==> src/rtl/sound_pkg.sv <==
`default_nettype none
// +----------------------------------------------------------------------+
// | Module : sound_pkg                                                   |
// | Brief  : Shared constants, state encodings and helpers for the song  |
// |          sequencer and its per-voice sub-sequencers.                 |
// | Rev    : 1.0  initial release                                        |
// +----------------------------------------------------------------------+
package sound_pkg;

    // Library tick value marking the end of a song (sliced to TICKS_W by users)
    localparam logic [31:0] END_TICKS = '1;

    // Smallest usable beat length in clocks; lower tempo inputs are clamped
    localparam int TEMPO_MIN = 4;

    typedef enum logic [1:0] {
        IDLE  = 2'd0,
        PLAY  = 2'd1,
        PAUSE = 2'd2
    } topState_t;

    typedef enum logic [2:0] {
        V_IDLE = 3'd0,
        FETCH  = 3'd1,
        LATCH  = 3'd2,
        HOLD   = 3'd3,
        DONE   = 3'd4
    } voiceState_t;

    // Duration code d means 2^d beats (1..128)
    function automatic logic [7:0] decodeDuration(input logic [2:0] code);
        return 8'd1 << code;
    endfunction

endpackage
`default_nettype wire

==> src/rtl/voice_sequencer.sv <==
`default_nettype none
// +----------------------------------------------------------------------+
// | Module : voice_sequencer                                             |
// | Brief  : One voice: steps through its library, holds each note for   |
// |          2^duration beats and keeps a held copy for pause/resume.    |
// | Rev    : 1.0  initial release                                        |
// +----------------------------------------------------------------------+
module voice_sequencer
    import sound_pkg::*;
#(
    parameter int ADDR_W  = 8,
    parameter int TICKS_W = 18
) (
    input  logic               clk,
    input  logic               clr,
    input  logic [1:0]         song,
    input  logic               start,
    input  logic               halt,
    input  logic               run,
    input  logic               beat,
    input  logic               mute,
    input  logic               resume,
    input  logic [2:0]         romDuration,
    input  logic [TICKS_W-1:0] romTicks,
    output logic [ADDR_W-1:0]  addr,
    output logic [TICKS_W-1:0] ticksOut,
    output logic               done
);

    localparam int                 IDX_W      = ADDR_W - 2;
    localparam logic [IDX_W-1:0]   c_idxMax   = '1;
    localparam logic [TICKS_W-1:0] c_endTicks = END_TICKS[TICKS_W-1:0];

    voiceState_t        r_state;
    logic [IDX_W-1:0]   r_index;
    logic [7:0]         r_remain;
    logic [TICKS_W-1:0] r_held;
    logic [TICKS_W-1:0] r_ticksOut;

    assign addr     = {song, r_index};
    assign ticksOut = r_ticksOut;
    assign done     = (r_state == DONE);

    // Voice FSM; mute/resume are applied last so they override the audible value
    always_ff @(posedge clk) begin
        if (clr) begin
            r_state    <= V_IDLE;
            r_index    <= '0;
            r_remain   <= '0;
            r_held     <= '0;
            r_ticksOut <= '0;
        end else if (halt) begin
            r_state    <= V_IDLE;
            r_index    <= '0;
            r_remain   <= '0;
            r_held     <= '0;
            r_ticksOut <= '0;
        end else begin
            if (start) begin
                r_state <= FETCH;
                r_index <= '0;
            end else if (run) begin
                case (r_state)
                    FETCH: r_state <= LATCH;
                    LATCH: begin
                        if (romTicks == c_endTicks) begin
                            r_state    <= DONE;
                            r_held     <= '0;
                            r_ticksOut <= '0;
                        end else begin
                            r_state    <= HOLD;
                            r_held     <= romTicks;
                            r_ticksOut <= romTicks;
                            r_remain   <= decodeDuration(romDuration);
                        end
                    end
                    HOLD: begin
                        if (beat) begin
                            if (r_remain == 8'd1) begin
                                // Last library slot acts as an implicit END
                                if (r_index == c_idxMax) begin
                                    r_state    <= DONE;
                                    r_held     <= '0;
                                    r_ticksOut <= '0;
                                end else begin
                                    r_index <= r_index + IDX_W'(1);
                                    r_state <= FETCH;
                                end
                            end else begin
                                r_remain <= r_remain - 8'd1;
                            end
                        end
                    end
                    default: ;
                endcase
            end
            if (mute) begin
                r_ticksOut <= '0;
            end else if (resume) begin
                r_ticksOut <= r_held;
            end
        end
    end

endmodule
`default_nettype wire

==> src/rtl/song_sequencer.sv <==
`default_nettype none
// +----------------------------------------------------------------------+
// | Module : song_sequencer                                              |
// | Brief  : Transport/tempo controller sequencing melody and bass       |
// |          voices through the note libraries with play/pause/stop.     |
// | Rev    : 1.0  initial release                                        |
// +----------------------------------------------------------------------+
module song_sequencer
    import sound_pkg::*;
#(
    parameter int TEMPO_W = 24,
    parameter int ADDR_W  = 8,
    parameter int TICKS_W = 18
) (
    input  logic               clk,
    input  logic               clr,
    input  logic               play,
    input  logic               pause,
    input  logic               stop,
    input  logic [1:0]         song_sel,
    input  logic               loop_en,
    input  logic [TEMPO_W-1:0] tempo,
    output logic [ADDR_W-1:0]  mel_addr,
    input  logic [2:0]         mel_duration,
    input  logic [TICKS_W-1:0] mel_ticks,
    output logic [ADDR_W-1:0]  bass_addr,
    input  logic [2:0]         bass_duration,
    input  logic [TICKS_W-1:0] bass_ticks,
    output logic [TICKS_W-1:0] mel_ticks_out,
    output logic [TICKS_W-1:0] bass_ticks_out,
    output logic               playing,
    output logic               paused,
    output logic               song_done
);

    topState_t          r_state;
    logic [1:0]         r_song;
    logic [TEMPO_W-1:0] r_beatCnt;
    logic               r_playing;
    logic               r_paused;
    logic               r_songDone;

    logic [TEMPO_W-1:0] w_term;
    logic               w_inIdle, w_inPlay, w_inPause;
    logic               w_melDone, w_bassDone, w_bothDone;
    logic               w_loop, w_finish, w_start, w_halt, w_mute, w_resume, w_beat;

    assign playing   = r_playing;
    assign paused    = r_paused;
    assign song_done = r_songDone;

    // Command arbitration (stop > pause > play) and voice control strobes
    always_comb begin
        w_term     = (tempo < TEMPO_W'(TEMPO_MIN)) ? TEMPO_W'(TEMPO_MIN - 1)
                                                   : tempo - TEMPO_W'(1);
        w_inIdle   = (r_state == IDLE);
        w_inPlay   = (r_state == PLAY);
        w_inPause  = (r_state == PAUSE);
        w_bothDone = w_melDone & w_bassDone;
        w_loop     = w_inPlay & ~stop & ~pause & w_bothDone & loop_en;
        w_finish   = w_inPlay & ~stop & ~pause & w_bothDone & ~loop_en;
        w_start    = (w_inIdle & ~stop & play) | w_loop;
        w_halt     = stop | w_finish;
        w_mute     = w_inPlay & ~stop & pause;
        w_resume   = w_inPause & ~stop & play;
        w_beat     = w_inPlay & (r_beatCnt == w_term);
    end

    // Top transport FSM with registered status outputs
    always_ff @(posedge clk) begin
        if (clr) begin
            r_state    <= IDLE;
            r_song     <= '0;
            r_playing  <= 1'b0;
            r_paused   <= 1'b0;
            r_songDone <= 1'b0;
        end else begin
            r_songDone <= 1'b0;
            case (r_state)
                IDLE: begin
                    if (!stop && play) begin
                        r_state   <= PLAY;
                        r_song    <= song_sel;
                        r_playing <= 1'b1;
                    end
                end
                PLAY: begin
                    if (stop) begin
                        r_state   <= IDLE;
                        r_playing <= 1'b0;
                    end else if (pause) begin
                        r_state   <= PAUSE;
                        r_playing <= 1'b0;
                        r_paused  <= 1'b1;
                    end else if (w_finish) begin
                        r_state    <= IDLE;
                        r_playing  <= 1'b0;
                        r_songDone <= 1'b1;
                    end
                end
                PAUSE: begin
                    if (stop) begin
                        r_state  <= IDLE;
                        r_paused <= 1'b0;
                    end else if (play) begin
                        r_state   <= PLAY;
                        r_paused  <= 1'b0;
                        r_playing <= 1'b1;
                    end
                end
                default: begin
                    r_state   <= IDLE;
                    r_playing <= 1'b0;
                    r_paused  <= 1'b0;
                end
            endcase
        end
    end

    // Beat counter: runs in PLAY, holds in PAUSE, wraps if tempo shrank below it
    always_ff @(posedge clk) begin
        if (clr) begin
            r_beatCnt <= '0;
        end else if (stop || w_inIdle) begin
            r_beatCnt <= '0;
        end else if (w_inPlay) begin
            r_beatCnt <= (r_beatCnt >= w_term) ? '0 : r_beatCnt + TEMPO_W'(1);
        end
    end

    voice_sequencer #(
        .ADDR_W  (ADDR_W),
        .TICKS_W (TICKS_W)
    ) u_melody (
        .clk         (clk),
        .clr         (clr),
        .song        (r_song),
        .start       (w_start),
        .halt        (w_halt),
        .run         (w_inPlay),
        .beat        (w_beat),
        .mute        (w_mute),
        .resume      (w_resume),
        .romDuration (mel_duration),
        .romTicks    (mel_ticks),
        .addr        (mel_addr),
        .ticksOut    (mel_ticks_out),
        .done        (w_melDone)
    );

    voice_sequencer #(
        .ADDR_W  (ADDR_W),
        .TICKS_W (TICKS_W)
    ) u_bass (
        .clk         (clk),
        .clr         (clr),
        .song        (r_song),
        .start       (w_start),
        .halt        (w_halt),
        .run         (w_inPlay),
        .beat        (w_beat),
        .mute        (w_mute),
        .resume      (w_resume),
        .romDuration (bass_duration),
        .romTicks    (bass_ticks),
        .addr        (bass_addr),
        .ticksOut    (bass_ticks_out),
        .done        (w_bassDone)
    );

endmodule
`default_nettype wire

==> config.mk <==
export PLATFORM = sky130hd
export DESIGN_NAME = song_sequencer
export DESIGN_NICKNAME = d
export VERILOG_FILES = /design/src/rtl/sound_pkg.sv /design/src/rtl/voice_sequencer.sv /design/src/rtl/song_sequencer.sv
export SDC_FILE = /design/constraint.sdc
export NUM_CORES = 1
export LEC_CHECK = 0
export ABC_AREA = 0
export CAP_MARGIN = 20
export CORE_UTILIZATION = 30
export CTS_BUF_LIST = sky130_fd_sc_hd__clkbuf_2
export DETAILED_ROUTE_END_ITERATION = 10
export PLACE_DENSITY = 0.49
export SETUP_SLACK_MARGIN = 0.2
export SLEW_MARGIN = 10
export SYNTH_ARGS = -nofsm -noshare
export SYNTH_HDL_FRONTEND = slang
export SYNTH_SLANG_ARGS = --single-unit
==> constraint.sdc <==
create_clock -name clk -period 7.3 [get_ports clk]
set_input_delay 1.46 -clock clk [delete_from_list [all_inputs] [get_ports clk]]
set_output_delay 1.46 -clock clk [all_outputs]
set_load 0.005 [all_outputs]
Word-level counts from Yosys, hierarchy flattened --
Index checks and enable logic that the tools add are counted.
Word-level totals: bits in registers 137, output and inout port bits 55, logic and storage cells 190, bits of input ports 74
Operators by class: add/subtract/negate cells 6, shift-type cells 2, bitwise gates (word level) 22, reductions and logical operators 35, $lt $le $gt $ge 2, eq/ne operators 45, multiplexer cells 60
Operators by type and width (count):
- $mux 18 | 14
- $pmux 18 s2 | 2
- $mux 24 | 2
- $mux 8 | 6
- $eq 18x18->1 const B | 2
- $reduce_and 6->1 | 6
- $pmux 8 s2 | 2
- $ne 3x1->1 const B | 10
- $add 24x1->24 const B | 1
- $eq 24x24->1 | 1
- $ge 24x24->1 | 1
- $lt 24x3->1 const B | 1
- $mux 3 | 8
- $reduce_and 4->1 | 6
- $sub 24x1->24 const B | 1
- $ne 2x2->1 const B | 9
- $pmux 3 s3 | 2
- $eq 8x1->1 const B | 2
- $shl 1x3->8 const A | 2
- $sub 8x1->8 const B | 2
- $mux 1 | 15
- $ne 2x1->1 const B | 7
- $add 6x1->6 const B | 2
- $and 1x1->1 | 12
- other kinds (26) | 56

Logic depth before layout (Yosys ltp) --
depth after elaboration 9, depth in mapped cells 16

Cells and area by module --
From an unflattened synthesis, not the netlist that was laid out.
Second synthesis, totals: cell total of the unflattened synthesis 967, area total of the unflattened synthesis 7826.3 sq um
By module, submodules not included:
- voice_sequencer | instances 2, cells each 323, area an instance 2682.6 sq um
- song_sequencer | instances 1, cells each 321, area an instance 2461.1 sq um

Worst setup path after synthesis --
No wires, ideal clock.
kind input-to-reg, start point input tempo[0], end point register u_bass.r_held[10], setup time 0.117 ns, data required time 7.183 ns, path slack 2.024 ns, data arrival time 5.159 ns, buffers on the path 3, stages on the path 16, cells stage by stage inv_1 -> ha_1 -> nor3b_1 -> nand4_1 -> nor4b_1 -> xor2_1 -> nand2_1 -> ha_1 -> nand4_1 -> or4_1 -> or3_1 -> buf_2 -> o211a_1 -> buf_6 -> buf_6 -> a22o_1
On the way: word-level cells in the longest chain between the ends 6, elaborated cells between the ends (all ways) 7
Ends and longest elaborated chain:
- start: declaration | line song_sequencer.sv:22 | input logic [TEMPO_W-1:0] tempo,
- $sub 24x1->24 / $lt 24x3->1 (equally long branches) | line song_sequencer.sv:55, song_sequencer.sv:54
- $mux 24 * | line song_sequencer.sv:54 | w_term = (tempo < TEMPO_W'(TEMPO_MIN)) ? TEMPO_W'(TEMPO_MIN - 1)
- $eq 24x24->1 * | line song_sequencer.sv:66 | w_beat = w_inPlay & (r_beatCnt == w_term);
- $and 1x1->1 * | line song_sequencer.sv:66
- $ne 2x1->1 (no source line) *
- $reduce_and 6->1 (no source line) *
- end signal: assignment | line voice_sequencer.sv:72 | r_held <= romTicks;
- end: declaration | line voice_sequencer.sv:37 | logic [TICKS_W-1:0] r_held;
Mark *: on every way between the ends. The rest lies on a longest branch, timed or not. A chain may end at the register's enable or synchronous reset.

Worst setup path after layout --
start point input tempo[0], end point register u_bass.r_ticksOut[16], in the netlist u_bass.ticksOut[16]
On the way: word-level cells in the longest chain between the ends 6, elaborated cells between the ends (all ways) 7
Ends and longest elaborated chain:
- $sub 24x1->24 / $lt 24x3->1 (equally long branches) | line song_sequencer.sv:55, song_sequencer.sv:54
- $mux 24 * | line song_sequencer.sv:54
- $eq 24x24->1 * | line song_sequencer.sv:66
- $and 1x1->1 * | line song_sequencer.sv:66
- $ne 3x1->1 (no source line) *
- $reduce_and 6->1 (no source line) *
- end signal: assignment | line voice_sequencer.sv:73 | r_ticksOut <= romTicks;
- end signal: assignment | line voice_sequencer.sv:100 | r_ticksOut <= r_held;
- end: declaration | line voice_sequencer.sv:38 | logic [TICKS_W-1:0] r_ticksOut;
Marked as above.

==> flow_summary_export.csv <==
group,metric,value,unit
run_status,outcome,"finished clean",
pwr,power_density,154,mW/mm2
synthesis,synth_top_family_by_area,"compound AO/OA/AOI/OAI gates",
global_routing,antenna_found_initial,1,
floorplan,die_w,160,um
clocking,cts_made_buffers,17,
clocking,clock_latency,0.72,ns
setup_path,cp-end-kind,"flop",
synthesis,synth-edff-count,0,
timing,setup_viol,0,
global_routing,track_usage,0.182,
synthesis,synth-xor-area-share,0.0517,
setup_path,crit_buf_inv,3,
timing,skew,0.0547,ns
floorplan,rows,57,
clocking,clkTransAtPathRegs,0.24,ns
clocking,cts.sinks,137,
route,num_vias,7146,
timing,fin_setup_tns,0,ns
setup_path,cp_max_fo,10,
floorplan,io_pins,129,
synthesis,synth_flop_cell,"dfxtp_1",
worst_hold_path,worstHoldPathType,"reg -> reg",
global_routing,met2_usage,0.283,
timing,fin_ws,1.67,ns
synthesis,synthArstFlopShare,0,
clocking,cts_resized,0,
timing,relSlewSlack,0.324,
finish,area_growth,25.5,%
setup_path,reg2reg_depth,7,
clocking,htreeDepth,4,
synthesis,synth_area,0.00745,mm2
timing,hold_viol_final,0,
synthesis,ys_top_cells_by_area,"dfxtp_1 37%, ha_1 5.4%, nand2_1 5.1%",
pwr,totalPowerFinal,0.00144,W
pwr,leakagePower,3.07,nW
floorplan,core,0.0243,mm2
synthesis,yosysTopAreaCell,"dfxtp_1",
route,viasPerCell,5.41,
global_routing,grt_pass1_vias,6865,
clocking,clock-root-buffer,"clkbuf_2",
setup_path,crit_type,"in -> reg",
global_routing,grt_max_degree,38,
synthesis,syn-num-nets,983,
setup_path,start_kind,"input port",
global_routing,grt_use_met1,0.256,
clocking,cts_tree,"done",
finish,drive_above_1_share,0.0724,
synthesis,syn_area_per_cell,8.50,um2
clocking,cts_setup_buffers,0,
setup_path,crit_cells,15,
clocking,cts_hold_buf,0,
timing,tightest_slew,1.01,ns
route,wl,23000,um
route,wl_per_cell,17.4,um
route,drtIter0Drc,412,
synthesis,synthMostInstantiatedCell,"dfxtp_1",
timing,report.final.slew_viol_count,0,
setup_path,crit_chain,"clkdlybuf4s50_1, inv_1, ha_1, nor3b_1, nand4_1, nor4b_1, xor2_1, nand2_1, ha_1, nand4_1, or4_1, or3_1, o21ai_2, buf_4, o22ai_1",
placed_design,gp_congestion,0.810,
synthesis,synth-seq-cells,137,
setup_path,slowest_stage,"or4_1",
worst_hold_path,whs_path_depth,2,
clocking,clockBufferDepth,2,
synthesis,yosysSeqAreaShare,0.368,
global_routing,busiest_layer,"met2",
synthesis,synthMuxAreaShare,0.0109,
route,antenna_left,0,
global_routing,use_met3,0.0403,
synthesis,synth-compound-area-share,0.252,
timing,min_period_over_period,0.772,
setup_path,path_delay_family,"simple AND/OR/NAND/NOR gates",
setup_path,slowest_delay,0.67,ns
floorplan,die_y,160,um
job,max_cap_viol_count,0,
timing,grt_setup_unrepaired,"no",
placed_design,dp_slack,0.985,ns
floorplan,fp.dieArea,0.0255,mm2
placed_design,dp_hpwl,16300,um
timing,max_freq,0.177,GHz
route,drc,0,
finish,layout.nets,1088,
synthesis,synthAdderAreaFrac,0.0537,
synthesis,ys_types,63,
synthesis,yosys-top-cells-count,"137 x dfxtp_1, 102 x nand2_1, 59 x a21oi_1",
synthesis,yosys_warnings,0,
placed_design,portBuffers,128,
global_routing,grt_first_pass_wirelength,37500,um
pwr,vdd_drop_max,0.0000732,V
synthesis,synthCells,877,
route,drt_pre_antenna_iters,5,
setup_path,cp.required,7.90,ns
floorplan,initial_utilization,0.306,
global_routing,grt_overflow,0,
setup_path,arrival,6.23,ns
synthesis,synth-simple-area-share,0.220,
timing,period_minus_slack,5.63,ns
synthesis,synth_top_area_frac,0.368,
cell type report:
type,instances,area [um2]
inverters,23,86.3
clock inverters,15,213
repair buffers,142,1390
flip-flops and latches,137,2740
well taps,324,405
clock buffers,17,85.1
fillers,2508,15000
multi-input cells,661,4430
diodes,1,2.50
state kept, by name, indices dropped and copies added (netlist names):
register,cells
u_bass.r_index,6
u_bass.r_held,18
u_melody.r_held,18
r_song,2
u_melody.ticksOut,18
playing,1
song_done,1
u_bass.r_state,3
u_melody.r_remain,8
u_melody.r_state,3
paused,1
r_state,2
u_bass.ticksOut,18
u_bass.r_remain,8
r_beatCnt,24
u_melody.r_index,6
power breakdown:
group	total [W]	internal [W]	leakage, nW	switching [W]
Combinational	0.000130	0.0000604	1.80	0.0000692
Clock	0.000558	0.000234	0.174	0.000324
Sequential	0.000755	0.000752	1.10	0.00000299
Total	0.00144	0.00105	3.07	0.000396
through the flow:
| step | hold slack, ns | instances | cell area [um2] | utilization |
|---|---|---|---|---|
| final | 0.486 | 1320 | 9350 | 0.385 |
| after floorplan | 0.443 | 877 | 7450 | - |
| after detailed placement | 0.445 | 1287 | 9050 | 0.372 |
| after global routing | 0.505 | 1320 | 9350 | 0.385 |
| after CTS | 0.493 | 1319 | 9350 | 0.385 |
| after global placement | 0.457 | 1286 | 9050 | 0.372 |
per-layer routing:
metal	up-vias	part of all wire
met5	-	0
met4	0	0.0071
met3	13	0.051
met2	168	0.44
met1	3387	0.50
li1	3578	-
cell families after synthesis:
family	after synthesis
flip-flops	137
XOR/XNOR	44
AND/OR/NAND/NOR	313
adder cells (fa/ha/maj)	32
buffers and inverters	79
multiplexers	8
AO/OA/AOI/OAI	264
worst min-delay path, delay by kind of cell (launching register included):
kind            cells  cell delay [ns]
compound gates      1             0.06
flops               1             0.36
simple gates        1             0.05
layout by cell type (no fill, tap or decap), drive strengths merged, types with 19 or more instances in the layout:
cell type / synthesis / final
clkdlybuf4s50: 0 / 128
a22o: 36 / 36
nand3: 23 / 23
inv: 23 / 29
a32oi: 39 / 39
nor4: 22 / 22
nor2: 42 / 42
o21ai: 27 / 27
nand2: 102 / 102
xnor2: 27 / 27
a21oi: 59 / 59
dfxtp: 137 / 137
o22ai: 26 / 26
o2bb2ai: 19 / 19
nand4: 21 / 21
ha: 32 / 32
nor3: 26 / 26
worst paths after layout:
kind	start	to	slack (ns)
setup / recovery	tempo[0]	u_bass.ticksOut[16]$_SDFFE_PP0P_	1.67
hold / removal	u_bass.r_remain[5]$_SDFFE_PP0P_	u_bass.r_remain[5]$_SDFFE_PP0P_	0.49
hold reg to reg	u_bass.r_remain[5]$_SDFFE_PP0P_	u_bass.r_remain[5]$_SDFFE_PP0P_	0.49
setup reg to reg	r_beatCnt[13]$_SDFFE_PP0P_	u_bass.ticksOut[16]$_SDFFE_PP0P_	4.14
Power figures use the tool's default switching activity.
